### src/rtl/fsub_seq_if.sv
// fsub_seq_if: operand/result handshake bundle for fsub_seq.
// The flags signal exists only when FSUB_FLAGS_EN is defined.
interface fsub_seq_if;
  // Handshake: a transfer happens on a rising clk edge where valid && ready are
  // both high; the consumer of y may keep out_ready low and y stays unchanged.
  logic        in_valid;
  logic        in_ready;
  logic [31:0] x1;
  logic [31:0] x2;
  logic        out_valid;
  logic        out_ready;
  logic [31:0] y;
  logic [2:0]  state;
`ifdef FSUB_FLAGS_EN
  logic [2:0]  flags;
`endif

  modport slave (
    input  in_valid, x1, x2, out_ready,
    output in_ready, out_valid, y, state
`ifdef FSUB_FLAGS_EN
    , output flags
`endif
  );

  modport master (
    output in_valid, x1, x2, out_ready,
    input  in_ready, out_valid, y, state
`ifdef FSUB_FLAGS_EN
    , input flags
`endif
  );
endinterface

### src/rtl/fsub_seq.sv
// fsub_seq: multi-cycle binary32 subtractor y = x1 - x2, round-to-nearest-even, subnormals flushed.
// Define FSUB_FLAGS_EN to add the {overflow, zero, inexact} flags output.
module fsub_seq (
  input  logic      clk,
  input  logic      rstn,
  fsub_seq_if.slave bus
);
  typedef enum logic [2:0] {
    S_IDLE  = 3'd0,
    S_ALIGN = 3'd1,
    S_ADD   = 3'd2,
    S_NORM  = 3'd3,
    S_ROUND = 3'd4,
    S_OUT   = 3'd5
  } state_e;

  state_e      state_q, state_d;
  logic [31:0] x1_q, x1_d, x2_q, x2_d, y_q, y_d;
  logic        sign_q, sign_d, sub_q, sub_d;
  logic [8:0]  exp_q, exp_d;
  logic [27:0] ma_q, ma_d;
  logic [26:0] mb_q, mb_d;
`ifdef FSUB_FLAGS_EN
  logic [2:0]  flags_q, flags_d;
`endif

  logic        s1, s2, nan_any, inf1, inf2, special;
  logic [7:0]  e1, e2;
  logic [22:0] m1, m2;
  assign {s1, e1, m1} = bus.x1;
  assign {s2, e2, m2} = bus.x2;
  assign nan_any = ((e1 == 8'hff) && (m1 != '0)) || ((e2 == 8'hff) && (m2 != '0));
  assign inf1    = (e1 == 8'hff) && (m1 == '0);
  assign inf2    = (e2 == 8'hff) && (m2 == '0);
  assign special = nan_any || inf1 || inf2 || ((e1 == '0) && (e2 == '0));

  // Significands carry 3 extra low bits: guard, round, sticky.
  logic [7:0]  ca_e, cb_e, big_e, sml_e, diff;
  logic [23:0] ca_sig, cb_sig, big_sig, sml_sig;
  logic        x1_big, big_s;
  logic [53:0] wide;
  logic [26:0] aligned;
  always_comb begin
    ca_e    = x1_q[30:23];
    cb_e    = x2_q[30:23];
    ca_sig  = (ca_e == '0) ? 24'd0 : {1'b1, x1_q[22:0]};
    cb_sig  = (cb_e == '0) ? 24'd0 : {1'b1, x2_q[22:0]};
    x1_big  = x1_q[30:0] >= x2_q[30:0];
    big_e   = x1_big ? ca_e : cb_e;
    sml_e   = x1_big ? cb_e : ca_e;
    big_sig = x1_big ? ca_sig : cb_sig;
    sml_sig = x1_big ? cb_sig : ca_sig;
    big_s   = x1_big ? x1_q[31] : ~x2_q[31];
    diff    = big_e - sml_e;
    wide    = {sml_sig, 3'b000, 27'd0} >> diff[4:0];
    if (diff >= 8'd26) aligned = {26'd0, |sml_sig};
    else               aligned = {wide[53:28], wide[27] | (|wide[26:0])};
  end

  logic [27:0] sum, sum_n;
  logic [8:0]  add_exp, r_exp;
  logic        g, r, s, rup;
  logic [24:0] rsum;
  logic [22:0] r_man;
  always_comb begin
    sum = sub_q ? (ma_q - {1'b0, mb_q}) : (ma_q + {1'b0, mb_q});
    if (sum[27]) begin
      sum_n   = {1'b0, sum[27:2], sum[1] | sum[0]};
      add_exp = exp_q + 9'd1;
    end else begin
      sum_n   = sum;
      add_exp = exp_q;
    end
    {g, r, s} = ma_q[2:0];
    rup   = g & (r | s | ma_q[3]);
    rsum  = {1'b0, ma_q[26:3]} + {24'd0, rup};
    r_exp = exp_q + {8'd0, rsum[24]};
    r_man = rsum[24] ? rsum[23:1] : rsum[22:0];
  end

  always_comb begin
    state_d = state_q;
    x1_d    = x1_q;
    x2_d    = x2_q;
    y_d     = y_q;
    sign_d  = sign_q;
    sub_d   = sub_q;
    exp_d   = exp_q;
    ma_d    = ma_q;
    mb_d    = mb_q;
`ifdef FSUB_FLAGS_EN
    flags_d = flags_q;
`endif
    unique case (state_q)
      S_IDLE: if (bus.in_valid) begin
        x1_d = bus.x1;
        x2_d = bus.x2;
        if (special) begin
          state_d = S_OUT;
`ifdef FSUB_FLAGS_EN
          flags_d = 3'b000;
`endif
          if (nan_any || (inf1 && inf2 && (s1 == s2))) y_d = 32'h7fc00000;
          else if (inf1)                               y_d = bus.x1;
          else if (inf2)                               y_d = {~s2, 8'hff, 23'd0};
          else begin
            y_d = {s1 & ~s2, 31'd0};
`ifdef FSUB_FLAGS_EN
            flags_d = 3'b010;
`endif
          end
        end else begin
          state_d = S_ALIGN;
        end
      end
      S_ALIGN: begin
        sign_d  = big_s;
        sub_d   = x1_q[31] == x2_q[31];
        exp_d   = {1'b0, big_e};
        ma_d    = {1'b0, big_sig, 3'b000};
        mb_d    = aligned;
        state_d = S_ADD;
      end
      S_ADD: begin
        ma_d    = sum_n;
        exp_d   = add_exp;
        state_d = (sum_n[26] || (sum_n == '0) || (add_exp <= 9'd1)) ? S_ROUND : S_NORM;
      end
      S_NORM: begin
        ma_d    = {ma_q[26:0], 1'b0};
        exp_d   = exp_q - 9'd1;
        state_d = (ma_q[25] || (exp_q - 9'd1 <= 9'd1)) ? S_ROUND : S_NORM;
      end
      S_ROUND: begin
        state_d = S_OUT;
        // A leading zero left at exponent 1 means the true result is below the normal range.
        if (ma_q[26:0] == '0) begin
          y_d = 32'd0;
`ifdef FSUB_FLAGS_EN
          flags_d = 3'b010;
`endif
        end else if (!ma_q[26]) begin
          y_d = {sign_q, 31'd0};
`ifdef FSUB_FLAGS_EN
          flags_d = 3'b011;
`endif
        end else if (r_exp >= 9'd255) begin
          y_d = {sign_q, 8'hff, 23'd0};
`ifdef FSUB_FLAGS_EN
          flags_d = 3'b101;
`endif
        end else begin
          y_d = {sign_q, r_exp[7:0], r_man};
`ifdef FSUB_FLAGS_EN
          flags_d = {2'b00, g | r | s};
`endif
        end
      end
      S_OUT: if (bus.out_ready) state_d = S_IDLE;
      default: state_d = S_IDLE;
    endcase
  end

  always_ff @(posedge clk or negedge rstn) begin
    if (!rstn) begin
      state_q <= S_IDLE;
      x1_q    <= '0;
      x2_q    <= '0;
      y_q     <= '0;
      sign_q  <= 1'b0;
      sub_q   <= 1'b0;
      exp_q   <= '0;
      ma_q    <= '0;
      mb_q    <= '0;
`ifdef FSUB_FLAGS_EN
      flags_q <= '0;
`endif
    end else begin
      state_q <= state_d;
      x1_q    <= x1_d;
      x2_q    <= x2_d;
      y_q     <= y_d;
      sign_q  <= sign_d;
      sub_q   <= sub_d;
      exp_q   <= exp_d;
      ma_q    <= ma_d;
      mb_q    <= mb_d;
`ifdef FSUB_FLAGS_EN
      flags_q <= flags_d;
`endif
    end
  end

  assign bus.in_ready  = (state_q == S_IDLE);
  assign bus.out_valid = (state_q == S_OUT);
  assign bus.y         = y_q;
  assign bus.state     = state_q;
`ifdef FSUB_FLAGS_EN
  assign bus.flags     = flags_q;
`endif
endmodule

### src/flat_wrapper.sv
// flat-port wrapper written by rule: the top's interface ports become plain ports
module fsub_seq_flat 
  (clk, rstn, bus_in_valid, bus_x1, bus_x2, bus_out_ready, bus_in_ready, bus_out_valid, bus_y, bus_state);
  fsub_seq_if bus_i ();
  input  logic clk;
  input  logic rstn;
  input wire logic [$bits(bus_i.in_valid)-1:0] bus_in_valid;
  input wire logic [$bits(bus_i.x1)-1:0] bus_x1;
  input wire logic [$bits(bus_i.x2)-1:0] bus_x2;
  input wire logic [$bits(bus_i.out_ready)-1:0] bus_out_ready;
  output wire logic [$bits(bus_i.in_ready)-1:0] bus_in_ready;
  output wire logic [$bits(bus_i.out_valid)-1:0] bus_out_valid;
  output wire logic [$bits(bus_i.y)-1:0] bus_y;
  output wire logic [$bits(bus_i.state)-1:0] bus_state;
  assign bus_i.in_valid = bus_in_valid;
  assign bus_i.x1 = bus_x1;
  assign bus_i.x2 = bus_x2;
  assign bus_i.out_ready = bus_out_ready;
  assign bus_in_ready = bus_i.in_ready;
  assign bus_out_valid = bus_i.out_valid;
  assign bus_y = bus_i.y;
  assign bus_state = bus_i.state;
  fsub_seq u_core (.clk(clk), .rstn(rstn), .bus(bus_i));
endmodule
### config.mk
export PLATFORM = sky130hd
export DESIGN_NAME = fsub_seq_flat
export DESIGN_NICKNAME = d
export VERILOG_FILES = /design/src/rtl/fsub_seq_if.sv /design/src/rtl/fsub_seq.sv /design/src/flat_wrapper.sv
export SDC_FILE = /design/constraint.sdc
export NUM_CORES = 1
export LEC_CHECK = 0
export CAP_MARGIN = 20
export CORE_MARGIN = 2
export CORE_UTILIZATION = 35
export DETAILED_ROUTE_END_ITERATION = 8
export DONT_BUFFER_PORTS = 1
export GPL_ROUTABILITY_DRIVEN = 0
export PLACE_DENSITY_LB_ADDON = 0.12
export SLEW_MARGIN = 0
export SYNTH_ARGS = -nofsm -noshare
export SYNTH_HDL_FRONTEND = slang
export SYNTH_SLANG_ARGS = --single-unit
### constraint.sdc
create_clock -name clk -period 7.6 [get_ports clk]
set_input_delay 1.52 -clock clk [delete_from_list [all_inputs] [get_ports clk]]
set_output_delay 1.52 -clock clk [all_outputs]
set_load 0.05 [all_outputs]
Yosys cells after proc, flatten, opt, wreduce, memory -nomap -nowiden
Cells that the tools add are included.
{ "classes": {"bitwise_logic": 8, "order_cmp": 5, "n_addsub": 7, "n_reduce_logical": 33, "eq_ne": 12, "n_shift": 1, "muxes": 29} }
{ "op_table": {"columns": ["op", "n"], "rows": [
  ["$mux W32", 6],
  ["$mux W24", 4],
  ["$pmux W28 S3", 1],
  ["$pmux W32 S2", 1],
  ["$mux W31", 2],
  ["$mux W27", 2],
  ["$shr A54 B5 Y54", 1],
  ["$logic_not A23 Y1", 2],
  ["$reduce_bool A23 Y1", 2],
  ["$logic_not A8 Y1", 4],
  ["$ge A31 B31 Y1", 1],
  ["$add A28 B27 Y28", 1],
  ["$logic_not A28 Y1", 1],
  ["$mux W28", 1],
  ["$sub A28 B27 Y28", 1],
  ["$logic_not A27 Y1", 1],
  ["$pmux W9 S3", 1],
  ["$reduce_or A27 Y1", 1],
  ["$add A24 B1 Y25", 1],
  ["$reduce_or A24 Y1", 1],
  ["$mux W23", 1],
  ["$le A9 B1 Y1 const B", 2],
  ["$pmux W3 S6", 1],
  ["$eq A8 B8 Y1 const B", 2],
  ["other kinds (26)", 54]
]} }
{ "word_totals": {"reg_bits": 165, "word_cells": 104} }

Longest topological paths before layout
Gate-level depths: netlist of run 1.
{ "logic_depth": {"word_depth": 10, "depth_mapped": 27} }

Worst setup path after synthesis of run 1
Ideal clock, no wire load.
{ "synth_path": {"kind": "flip-flop to flip-flop", "startpoint": "reg u_core.x2_q[12]", "endpoint": "reg u_core.mb_q[0]", "arrival_ns": 5.352, "path_stages_with_launch": 26, "setup_slack_ns": 2.118, "synth_period_minus_slack_ns": 5.482, "setup_time_ns": 0.130, "t_required_ns": 7.470, "path_buffers": 6, "path_cell_list": "dfrtp_1 -> inv_1 -> ha_1 -> a211oi_1 -> nor2_1 -> a2111oi_2 -> a21boi_1 -> buf_2 -> nor2_1 -> buf_2 -> buf_4 -> clkbuf_1 -> nor2_1 -> a22oi_1 -> ha_1 -> buf_1 -> clkbuf_1 -> mux2_2 -> nand2_1 -> o2111ai_1 -> o21ai_0 -> or3b_2 -> a21oi_1 -> o32ai_1 -> a211oi_2 -> a31oi_1"} }
{ "synth_via": {"elab_chain_cells": 7, "elab_cells_between_ends": 12, "classes_between": "1 x add/sub; 2 x order compare; 1 x shift; 5 x mux; 1 x bitwise; 2 x reduce/logical"} }
{ "synth_lines": {"columns": ["element", "line_no", "source"], "rows": [
  ["from (decl)", "fsub_seq.sv:18", "logic [31:0] x1_q, x1_d, x2_q, x2_d, y_q, y_d;"],
  ["from (signal assigned)", "fsub_seq.sv:168", "x2_q <= '0;"],
  ["from (signal assigned)", "fsub_seq.sv:181", "x2_q <= x2_d;"],
  ["$ge A31 B31 Y1", "fsub_seq.sv:48", "x1_big = x1_q[30:0] >= x2_q[30:0];"],
  ["$mux W8, on equally long branches", "fsub_seq.sv:49, fsub_seq.sv:50", null],
  ["$sub A8 B8 Y8", "fsub_seq.sv:54", "diff = big_e - sml_e;"],
  ["$shr A54 B5 Y54", "fsub_seq.sv:55", "wide = {sml_sig, 3'b000, 27'd0} >> diff[4:0];"],
  ["$reduce_or A27 Y1", "fsub_seq.sv:57", "else aligned = {wide[53:28], wide[27] | (|wide[26:0])};"],
  ["$or A1 B1 Y1", "fsub_seq.sv:57", null],
  ["$mux W27 (*)", "fsub_seq.sv:56", "if (diff >= 8'd26) aligned = {26'd0, |sml_sig};"],
  ["to (signal assigned)", "fsub_seq.sv:187", "mb_q <= mb_d;"],
  ["to (decl)", "fsub_seq.sv:22", "logic [26:0] mb_q, mb_d;"]
]} }
Mark *: on every way between the ends. The rest lies on a longest branch, timed or not.
A chain may end at the register's enable or synchronous reset.

Final worst setup path of run 1
{ "layout_path": {"startpoint": "reg u_core.x2_q[26]", "endpoint": "reg u_core.mb_q[0]"} }
{ "layout_via": {"elab_chain_cells": 7, "elab_cells_between_ends": 13, "classes_between": "1 x add/sub; 2 x order compare; 1 x shift; 5 x mux; 1 x bitwise; 3 x reduce/logical"} }
{ "layout_lines": {"columns": ["element", "line_no", "source"], "rows": [
  ["$ge A31 B31 Y1 / $logic_not A8 Y1 (equally long branches)", "fsub_seq.sv:48, fsub_seq.sv:47", null],
  ["$mux W8, or another cell as far along", "fsub_seq.sv:49", "big_e = x1_big ? ca_e : cb_e;"],
  ["$sub A8 B8 Y8 / $mux W24 (equally long branches)", "fsub_seq.sv:54, fsub_seq.sv:52", null],
  ["$shr A54 B5 Y54", "fsub_seq.sv:55", null],
  ["$reduce_or A27 Y1", "fsub_seq.sv:57", null],
  ["$or A1 B1 Y1", "fsub_seq.sv:57", null],
  ["$mux W27 (*)", "fsub_seq.sv:56", null]
]} }
Marks and branches as above.

==> results_dict.tcl, run 1 <==
set metrics [dict create \
    avgRoutedWirePerCell_um 22.0 \
    ys_top_cells_by_count "nand2_1, o21ai_0, dfrtp_1, nor2_1, a21oi_1" \
    ys_ff_latch 165 \
    die_w_um 206 \
    antennaDiodeCount 0 \
    hp-class "reg -> reg" \
    tightest_slew_ps 1100 \
    synthMostInstantiatedCell "nand2_1" \
    setup_viol 0 \
    yosysTopAreaCell "dfrtp_1" \
    drtAntennaViolNets 0 \
    cp_slowest_stage_delay_ps 1050 \
    syn_inst 1826 \
    synth_top_cell_area_share_pct 28.8 \
    min_period_ps 6550 \
    wl_um 50400 \
    die-area_um2 42600 \
    skew_ps 14.7 \
    fin_hold_ws_ps 498 \
    path_class "reg -> reg" \
    rows 74 \
    ys_warn_count 0 \
    drt_first_pass_iters 7 \
    cp_cell_sequence "inv_1 -> ha_1 -> nand4_1 -> nor3_1 -> a221oi_2 -> nand2_1 -> nor2_4 -> buf_4 -> a22oi_1 -> ha_2 -> mux2_2 -> o21ai_0 -> nor4_1 -> a31oi_1 -> mux2i_1 -> o22ai_1 -> nand4_1 -> nor2_1 -> a41o_1 -> a31oi_1" \
    max-cap-violations 0 \
    grt.overflow.total 0 \
    synth_edf_count 0 \
    cts_root_buf "clkbuf_16" \
    drcViolationCount 0 \
    areaGrowthSynthToFinish_pct 7.02 \
    dp_cells 2263 \
    cts_tree "built" \
    slew_headroom_pct 26.5 \
    design_area_um2 15300 \
    clock_latency_ps 460 \
    fmax_ghz 0.153 \
    start_kind "flip-flop" \
    worst-path-max-fanout 57 \
    ys_async_sr_fraction_pct 100 \
    dpl.hpwl_um 38300 \
    rsz0062_at_grt "no" \
    grt_pass1_vias 13000 \
    synth_area_leaders "dfrtp_1, nand2_1, o21ai_0" \
    cts_resized 0 \
    nNetsFinal 1886 \
    port_buffers 0 \
    start_util_pct 35.3 \
    ys_seq_area_share_pct 28.8 \
    setup-tns-final_ps 0 \
    viasPerCell 5.91 \
    cts_buffer_depth 2 \
    vias 13600 \
    io_pins 105 \
    cp.arrival_ps 6900 \
    grt_pass1_wl_um 78400 \
    end_kind "flip-flop" \
    coreArea_um2 40600 \
    post_cts_buffers 0 \
    grt_use_total_pct 24.2 \
    hold_viol_final 0 \
    synth_cell_type_count 95 \
    slowest_stage "ha_2" \
    cts_sinks 165 \
    ctsHoldBuffers 0 \
    h-tree-depth 4 \
    clk_pin_slew_ps 70 \
    antenna_found_initial 0 \
    period_share_pct 86.2 \
    synth_area_per_cell_um2 7.85 \
    outcome "finished clean" \
    grt_max_degree 166 \
    crit_required_ps 7940 \
    final_cells 2295 \
    cts_made_buffers 17 \
    ys.flop_type "dfrtp_1" \
    syn-num-nets 1962 \
    drive_above_1_share_pct 8.68 \
    netlist_area_um2 14300 \
    die_height_um 206 \
    maxSlewViolCount 0 \
    drt-initial-drc-count 1156 \
    placed_area_um2 14800 \
]
==> metrics by stage <==
step / setup slack (ps) / utilization [%]
6_report: 1050 / 37.7
5_1_grt: 629 / 37.7
4_1_cts: 1100 / 37.7
3_5_place_dp: 1120 / 36.3
3_3_place_gp: 1190 / 36.3
2_1_floorplan: 2120 / -
==> final cells by class <==
class	count	area (µm²)
clock buffer	18	429
tap	532	666
sequential	165	4130
inverter	73	274
clock inverter	14	140
fill	4258	25300
timing repair buffer	29	218
multi-input combinational	1464	9480
==> registers in the layout, indices dropped and copies added, names as in the netlist <==
signal	cells
u_core.sub_q	1
u_core.sign_q	1
u_core.bus.y	32
u_core.x2_q	32
u_core.x1_q	32
u_core.exp_q	9
u_core.bus.state	3
u_core.ma_q	28
u_core.mb_q	27
==> metal layers <==
layer / up-vias / global-route usage, % / wire, µm
li1: 6504 / - / -
met1: 6587 / 33.7 / 23600
met2: 409 / 38.2 / 23000
met3: 55 / 4.60 / 2800
met4: 0 / 6.81 / 985
met5: - / 0 / 0
==> logic make-up after synthesis <==
group | Yosys count | synth area share (%)
simple gates | 669 | 21.7
compound gates | 547 | 24.8
buf+inv | 197 | 5.41
flops | 165 | 28.8
mux | 94 | 7.77
xor+xnor | 86 | 5.54
fa+ha+maj | 68 | 5.99
==> cells in the final DEF, fill, tap and decap left out, types with 17 or more instances in the layout <==
master / n
xor2_1: 35
mux2_2: 48
a21o_1: 17
xnor2_1: 45
o21ai_0: 184
nand3_1: 70
ha_1: 66
nand4_1: 24
and3_1: 19
a21oi_1: 114
clkbuf_16: 17
inv_1: 71
buf_4: 29
dfrtp_1: 165
mux2i_1: 37
nand2_1: 263
a31oi_1: 22
nor3_1: 27
nor2_1: 140
nor4_1: 38
==> worst max-delay path: cells and delay by family (launching register included) <==
family | cells | cell delay [ps]
buffers and inverters | 2 | 640
AO/OA/AOI/OAI | 7 | 1760
AND/OR/NAND/NOR | 7 | 1470
adder cells (fa/ha/maj) | 2 | 1490
flip-flops | 1 | 400
multiplexers | 2 | 640
==> path summary, 6_finish.rpt <==
path                            depth (start not counted)          endpoint            start  slack [ps]
worst min register to register                          2     u_core.sign_q    u_core.sign_q         500
min in group asynchronous                               0  u_core.bus.y[30]             rstn         750
worst min-delay path                                    2     u_core.sign_q    u_core.sign_q         500
max in group asynchronous                               0    u_core.x1_q[9]             rstn        6580
worst max register to register                         20    u_core.mb_q[0]  u_core.x2_q[26]        1050
worst max-delay path                                   20    u_core.mb_q[0]  u_core.x2_q[26]        1050
Power of run 1 is left out: the tool's default activity adds up to more than one toggle a clock period on the data nets, which glitch-free logic cannot reach.
==> run 2: changes to the inputs <==
--- a/config.mk
+++ b/config.mk
@@ -12,7 +12,7 @@
 export DONT_BUFFER_PORTS = 1
 export GPL_ROUTABILITY_DRIVEN = 0
 export PLACE_DENSITY_LB_ADDON = 0.12
-export SLEW_MARGIN = 0
 export SYNTH_ARGS = -nofsm -noshare
 export SYNTH_HDL_FRONTEND = slang
 export SYNTH_SLANG_ARGS = --single-unit
+export TNS_END_PERCENT = 10
==> results of run 2 <==
The final DEF is identical to that of run 1; final timing and power are the same.
Power of run 2 is left out for the same reason.
